### config.mk
export PLATFORM = sky130hd
export DESIGN_NAME = dff_scan_ctrl_flat
export DESIGN_NICKNAME = d
export VERILOG_FILES = /design/src/rtl/dff_scan_if.sv /design/src/rtl/dff_scan_ctrl.sv /design/src/flat_wrapper.sv
export SDC_FILE = /design/constraint.sdc
export NUM_CORES = 1
export LEC_CHECK = 0
export ABC_AREA = 0
export CAP_MARGIN = 20
export CELL_PAD_IN_SITES_DETAIL_PLACEMENT = 0
export CELL_PAD_IN_SITES_GLOBAL_PLACEMENT = 1
export CORE_ASPECT_RATIO = 0.6
export CORE_MARGIN = 1
export CORE_UTILIZATION = 36
export CTS_CLUSTER_DIAMETER = 200
export DETAILED_ROUTE_END_ITERATION = 8
export GPL_TIMING_DRIVEN = 0
export PLACE_DENSITY = 0.78
export SLEW_MARGIN = 15
export SYNTH_ARGS = -nofsm -noshare
export SYNTH_HDL_FRONTEND = slang
export SYNTH_SLANG_ARGS = --single-unit
export TNS_END_PERCENT = 10
### constraint.sdc
create_clock -name clk -period 1.9 [get_ports clk]
set_input_delay 0.38 -clock clk [delete_from_list [all_inputs] [get_ports clk]]
set_output_delay 0.38 -clock clk [all_outputs]
set_load 0.01 [all_outputs]
### src/rtl/dff_scan_if.sv
// Host/chain signal bundle for dff_scan_ctrl: request and result on one side,
// the three scan pins plus chain clock enable on the other.
interface dff_scan_if #(
    parameter int CHAIN_LEN = 16
);
    logic                 start;
    logic [CHAIN_LEN-1:0] pattern_in;
    logic                 scan_out;
    logic                 scan_en;
    logic                 scan_in;
    logic                 chain_ce;
    logic                 busy;
    logic                 done;
    logic [CHAIN_LEN-1:0] result;

    modport master (
        output start, pattern_in, scan_out,
        input  scan_en, scan_in, chain_ce, busy, done, result
    );

    modport slave (
        input  start, pattern_in, scan_out,
        output scan_en, scan_in, chain_ce, busy, done, result
    );
endinterface

### src/rtl/dff_scan_ctrl.sv
// Scan sequencer: loads a pattern into a flop chain, pulses functional capture,
// then unloads the captured state into result.
module dff_scan_ctrl #(
    parameter int CHAIN_LEN  = 16,
    parameter int CAP_CYCLES = 1
) (
    input logic       clk,
    input logic       reset,
    dff_scan_if.slave sif
);
    localparam int MAX_CNT = (CHAIN_LEN > CAP_CYCLES) ? CHAIN_LEN : CAP_CYCLES;
    localparam int CNT_W   = $clog2(MAX_CNT + 1);
    localparam logic [CNT_W-1:0] LAST_SHIFT = CNT_W'(CHAIN_LEN - 1);
    localparam logic [CNT_W-1:0] LAST_CAP   = CNT_W'(CAP_CYCLES - 1);

    typedef enum logic [2:0] {
        IDLE    = 3'd0,
        SHIFT   = 3'd1,
        CAPTURE = 3'd2,
        UNLOAD  = 3'd3,
        DONE    = 3'd4
    } state_e;

    state_e               state_q, state_d;
    logic [CNT_W-1:0]     cnt_q, cnt_d;
    logic [CHAIN_LEN-1:0] shadow_q, shadow_d;
    logic [CHAIN_LEN-1:0] result_q, result_d;

    always_ff @(posedge clk) begin
        if (reset) begin
            state_q  <= IDLE;
            cnt_q    <= '0;
            shadow_q <= '0;
            result_q <= '0;
        end else begin
            state_q  <= state_d;
            cnt_q    <= cnt_d;
            shadow_q <= shadow_d;
            result_q <= result_d;
        end
    end

    always_comb begin
        state_d  = state_q;
        cnt_d    = cnt_q;
        shadow_d = shadow_q;
        result_d = result_q;
        case (state_q)
            IDLE: begin
                if (sif.start) begin
                    shadow_d = sif.pattern_in;
                    cnt_d    = '0;
                    state_d  = SHIFT;
                end
            end
            SHIFT: begin
                // MSB goes out first so it travels furthest, ending in flop CHAIN_LEN-1
                shadow_d = {shadow_q[CHAIN_LEN-2:0], 1'b0};
                if (cnt_q == LAST_SHIFT) begin
                    cnt_d   = '0;
                    state_d = CAPTURE;
                end else begin
                    cnt_d = cnt_q + CNT_W'(1);
                end
            end
            CAPTURE: begin
                if (cnt_q == LAST_CAP) begin
                    cnt_d   = '0;
                    state_d = UNLOAD;
                end else begin
                    cnt_d = cnt_q + CNT_W'(1);
                end
            end
            UNLOAD: begin
                // scan_out is sampled on the same edge that advances the chain
                result_d = {result_q[CHAIN_LEN-2:0], sif.scan_out};
                if (cnt_q == LAST_SHIFT) begin
                    cnt_d   = '0;
                    state_d = DONE;
                end else begin
                    cnt_d = cnt_q + CNT_W'(1);
                end
            end
            DONE: begin
                state_d = IDLE;
            end
            default: begin
                state_d = IDLE;
            end
        endcase
    end

    assign sif.scan_en  = (state_q == SHIFT) || (state_q == UNLOAD);
    assign sif.chain_ce = (state_q == SHIFT) || (state_q == CAPTURE) || (state_q == UNLOAD);
    assign sif.scan_in  = (state_q == SHIFT) && shadow_q[CHAIN_LEN-1];
    assign sif.busy     = (state_q != IDLE);
    assign sif.done     = (state_q == DONE);
    assign sif.result   = result_q;
endmodule

### src/flat_wrapper.sv
// flat-port wrapper written by rule: the top's interface ports become plain ports
module dff_scan_ctrl_flat 
#(
    parameter int CHAIN_LEN  = 16,
    parameter int CAP_CYCLES = 1
)
  (clk, reset, sif_start, sif_pattern_in, sif_scan_out, sif_scan_en, sif_scan_in, sif_chain_ce, sif_busy, sif_done, sif_result);
  dff_scan_if #(.CHAIN_LEN(CHAIN_LEN)) sif_i ();
  input logic clk;
  input logic reset;
  input wire logic [$bits(sif_i.start)-1:0] sif_start;
  input wire logic [$bits(sif_i.pattern_in)-1:0] sif_pattern_in;
  input wire logic [$bits(sif_i.scan_out)-1:0] sif_scan_out;
  output wire logic [$bits(sif_i.scan_en)-1:0] sif_scan_en;
  output wire logic [$bits(sif_i.scan_in)-1:0] sif_scan_in;
  output wire logic [$bits(sif_i.chain_ce)-1:0] sif_chain_ce;
  output wire logic [$bits(sif_i.busy)-1:0] sif_busy;
  output wire logic [$bits(sif_i.done)-1:0] sif_done;
  output wire logic [$bits(sif_i.result)-1:0] sif_result;
  assign sif_i.start = sif_start;
  assign sif_i.pattern_in = sif_pattern_in;
  assign sif_i.scan_out = sif_scan_out;
  assign sif_scan_en = sif_i.scan_en;
  assign sif_scan_in = sif_i.scan_in;
  assign sif_chain_ce = sif_i.chain_ce;
  assign sif_busy = sif_i.busy;
  assign sif_done = sif_i.done;
  assign sif_result = sif_i.result;
  dff_scan_ctrl #(.CHAIN_LEN(CHAIN_LEN), .CAP_CYCLES(CAP_CYCLES)) u_core (.clk(clk), .reset(reset), .sif(sif_i));
endmodule
==> results by group <==
Run
  • Max-cap violations: 0

Route
  • Residual DRC: 0
  • Detailed Routing Iterations Pass 1: 4
  • Drt initial violations: 44
  • Routed via count: 1498
  • Final WL: 3790 um
  • Antenna-violating nets left: 0
  • DR WL/cell: 12.0 um
  • Routed vias/inst: ~4.8

Finish
  • Commonest non-fill, non-tap cell in the layout: nand2_1
  • Share of layout cells above drive strength 1: a little over 10%
  • Filler cells: 445
  • Fin nets: 276
  • P&R area growth vs syn: 33.8%
  • Commonest cells after routing, fill and taps aside: nand2_1 (52), dfxtp_1 (39), clkdlybuf4s50_1 (36)
  • ANT cells: 0
  • Post-layout util: about 50%

Min path
  • Hold crit path type: flop to flop
  • Hold Crit Start: u_core.shadow_q[12]$_SDFFE_PP0P_

STA
  • Hold Vio Cnt, Final: 0
  • Fin crit share: 95.4%
  • Max_slew headroom: 60.7%
  • Fin crit period: 1.81 ns
  • Clk_skew: about 0.0045 ns
  • Fin. max-slew vios: 0
  • Total negative slack: 0 ns
  • Maximum clock rate: 0.552 GHz
  • Worst slew pin tran: roughly 0.58 ns
  • Final setup viols: 0
  • RSZ-0062 raised after global routing: false

Placed design
  • Gpl congestion: roughly 0.71
  • IO Port Bufs: 40
  • Final HPWL DP: 2670 um

Worst setup path
  • Worst reg-to-reg setup slack: 0.23 ns
  • Setup crit end kind: output pin
  • Top delay family on crit path: buffers and inverters
  • CP startpoint: u_core.state_q[2]$_SDFFE_PP0P_
  • Worst path required time: between 1.5 and 2 ns
  • Startpoint types: flop
  • Crit path largest cell delay: 0.55 ns
  • Worst r2r src: u_core.cnt_q[0]$_SDFFE_PP0P_
  • CP Class: flop to output pin
  • CP bufs+invs: 2
  • Crit Path Max Fanout: 10
  • Critical path arrival: between 1 and 1.5 ns
  • Crit path capture: sif_scan_en
  • FF-to-FF End: u_core.cnt_q[2]$_SDFFE_PP0P_
  • Slowest CP cell: clkdlybuf4s50_1
  • R2R depth: 6
  • Worst-path cell chain: buf_6, nor2b_2, clkdlybuf4s50_1
  • Crit path depth: 3

Logic synthesis
  • Mapped Cells: 203
  • Syn Nets: 227
  • Syn_area_per_cell: 8.47 um2
  • Post-synthesis cell type count: 34
  • YS warnings: 0
  • Part of the Yosys area used for sequential elements: approximately 47%
  • Synth Register Bits: 40
  • Mapped Area: 1720 um2

Clocking
  • CTS tree: built
  • CTS Buf Count: 5
  • Worst-Skew Late Latency: around 0.29 ns
  • H-tree depth: 2
  • Root buffer cell: clkbuf_8
  • Clk sinks: 40
  • Cts hold-fix bufs: 0
  • Worst-path clk slew: about 0.07 ns
  • CTS Buffer Depth: 2

Outcome
  • Run status: completed

Power
  • Max VDD drop: roughly 370 uV
  • Static leakage: 0.841 nW
  • PwrDens: 691 nW/um2

Floorplanning
  • Chip height: 55.5 um
  • Initial core utilization: a little under two fifths
  • Num ports: between 40 and 50
  • FP Rows: 19
  • Die Area: 5070 um2
  • Die X: ~90 um
  • Core Region: between 4000 and 5000 um2

Global routing
  • Remaining Overflow, GRT: 0
  • Largest net degree at the start of global routing: 12
  • Antenna violations before repair: 0
  • Gr usage total: 16.0%
  • Vias in the first global route: 1386
  • First-pass GRT wire length: 6430 um
cell usage after synthesis, drive strengths merged:
cell	instances	area share (%)
o31ai	1	0.44
nor2	8	1.9
a22o	2	1.0
inv	7	1.5
buf	7	3.6
nor3	4	1.2
nand2b	1	0.36
o22ai	1	0.36
o21ai	3	0.87
a2111oi	1	0.87
o211a	1	0.58
dfxtp	40	47
a22oi	15	6.8
nor4b	3	2.4
mux2i	1	0.58
nor2b	3	1.1
mux2	1	0.65
and2	2	0.73
xor2	1	0.51
clkbuf	6	1.4
nor3b	2	1.5
nand2	52	11
ha	4	2.9
a21oi	34	9.9
or3	1	0.36
nand3	2	0.58
where the power goes:
group / switching (mW) / total, mW / internal, mW
Clock: 0.273 / 0.522 / 0.250
Combinational: 0.0885 / 0.187 / 0.0984
Sequential: 0.0163 / 0.881 / 0.865
logic make-up after synthesis:
family                     synth area share, %
buffers and inverters                     6.47
DFF                                       46.5
adders and majority gates                 2.91
xor gates and xnor gates                 0.509
and+or+nand+nor                           21.5
muxes                                     1.24
AOI/OAI and AO/OA                         20.9
state kept, by name (all words and copies together) (netlist names):
register,cells
u_core.cnt_q,5
u_core.state_q,3
u_core.sif.result,16
u_core.shadow_q,16
worst register-to-register path, cell delays in order, from the launching register on:
cell and delay (ns):
dfxtp_1 0.35, inv_1 0.07, ha_1 0.14, nor4b_1 0.49
o22ai_1 0.27, o21ai_0 0.13, a21oi_1 0.08
how the worst min path moves through the flow:
stage	to	slack (ns)	depth (start not counted)
2_1_floorplan	u_core.shadow_q[14]$_SDFFE_PP0P_	0.44	2
3_3_place_gp	u_core.shadow_q[11]$_SDFFE_PP0P_	0.45	2
3_5_place_dp	u_core.shadow_q[1]$_SDFFE_PP0P_	0.45	2
4_1_cts	u_core.shadow_q[1]$_SDFFE_PP0P_	0.46	2
5_1_grt	u_core.shadow_q[13]$_SDFFE_PP0P_	0.48	2
6_report	u_core.shadow_q[12]$_SDFFE_PP0P_	0.46	2
metrics by stage:
step | instance area (um2) | power (mW) | setup WS (ns) | cells | hold slack, ns
after floorplan | 1720 | 1.00 | 0.285 | 203 | 0.436
after CTS | 2300 | 1.61 | 0.0147 | 315 | 0.460
final | 2300 | 1.59 | 0.0880 | 315 | 0.459
after detailed placement | 2200 | 1.08 | -0.359 | 306 | 0.450
after global placement | 2200 | 1.08 | -0.364 | 306 | 0.445
after global routing | 2300 | 1.67 | 0.0235 | 315 | 0.477
layer usage:
metal	vias up	part of all wire [%]	global-route usage (%)
met5	-	0	0
met4	0	0.92	4.76
met3	5	6.4	5.92
met2	26	38	22.5
met1	678	55	22.7
li1	789	-	-
layout make-up:
cell class                      instances  area [um2]  share of cell area (%)
Inverter                                7        26.3                    1.14
Multi-Input combinational cell        143         813                    35.3
Timing Repair Buffer                   42         410                    17.8
Buffer                                 13        91.3                    3.97
Clock buffer                            6        72.6                    3.15
Tap cell                               63        78.8                    3.42
Clock inverter                          1        5.00                   0.217
Sequential cell                        40         805                    34.9
timing repair:
item | in CTS | in global routing
setup buffers | 2 | 0
gates resized for setup | 8 | 4
pin swaps | 1 | 1
endpoints found under the setup margin | 5 | 2
(Power assumes the default switching activity.)
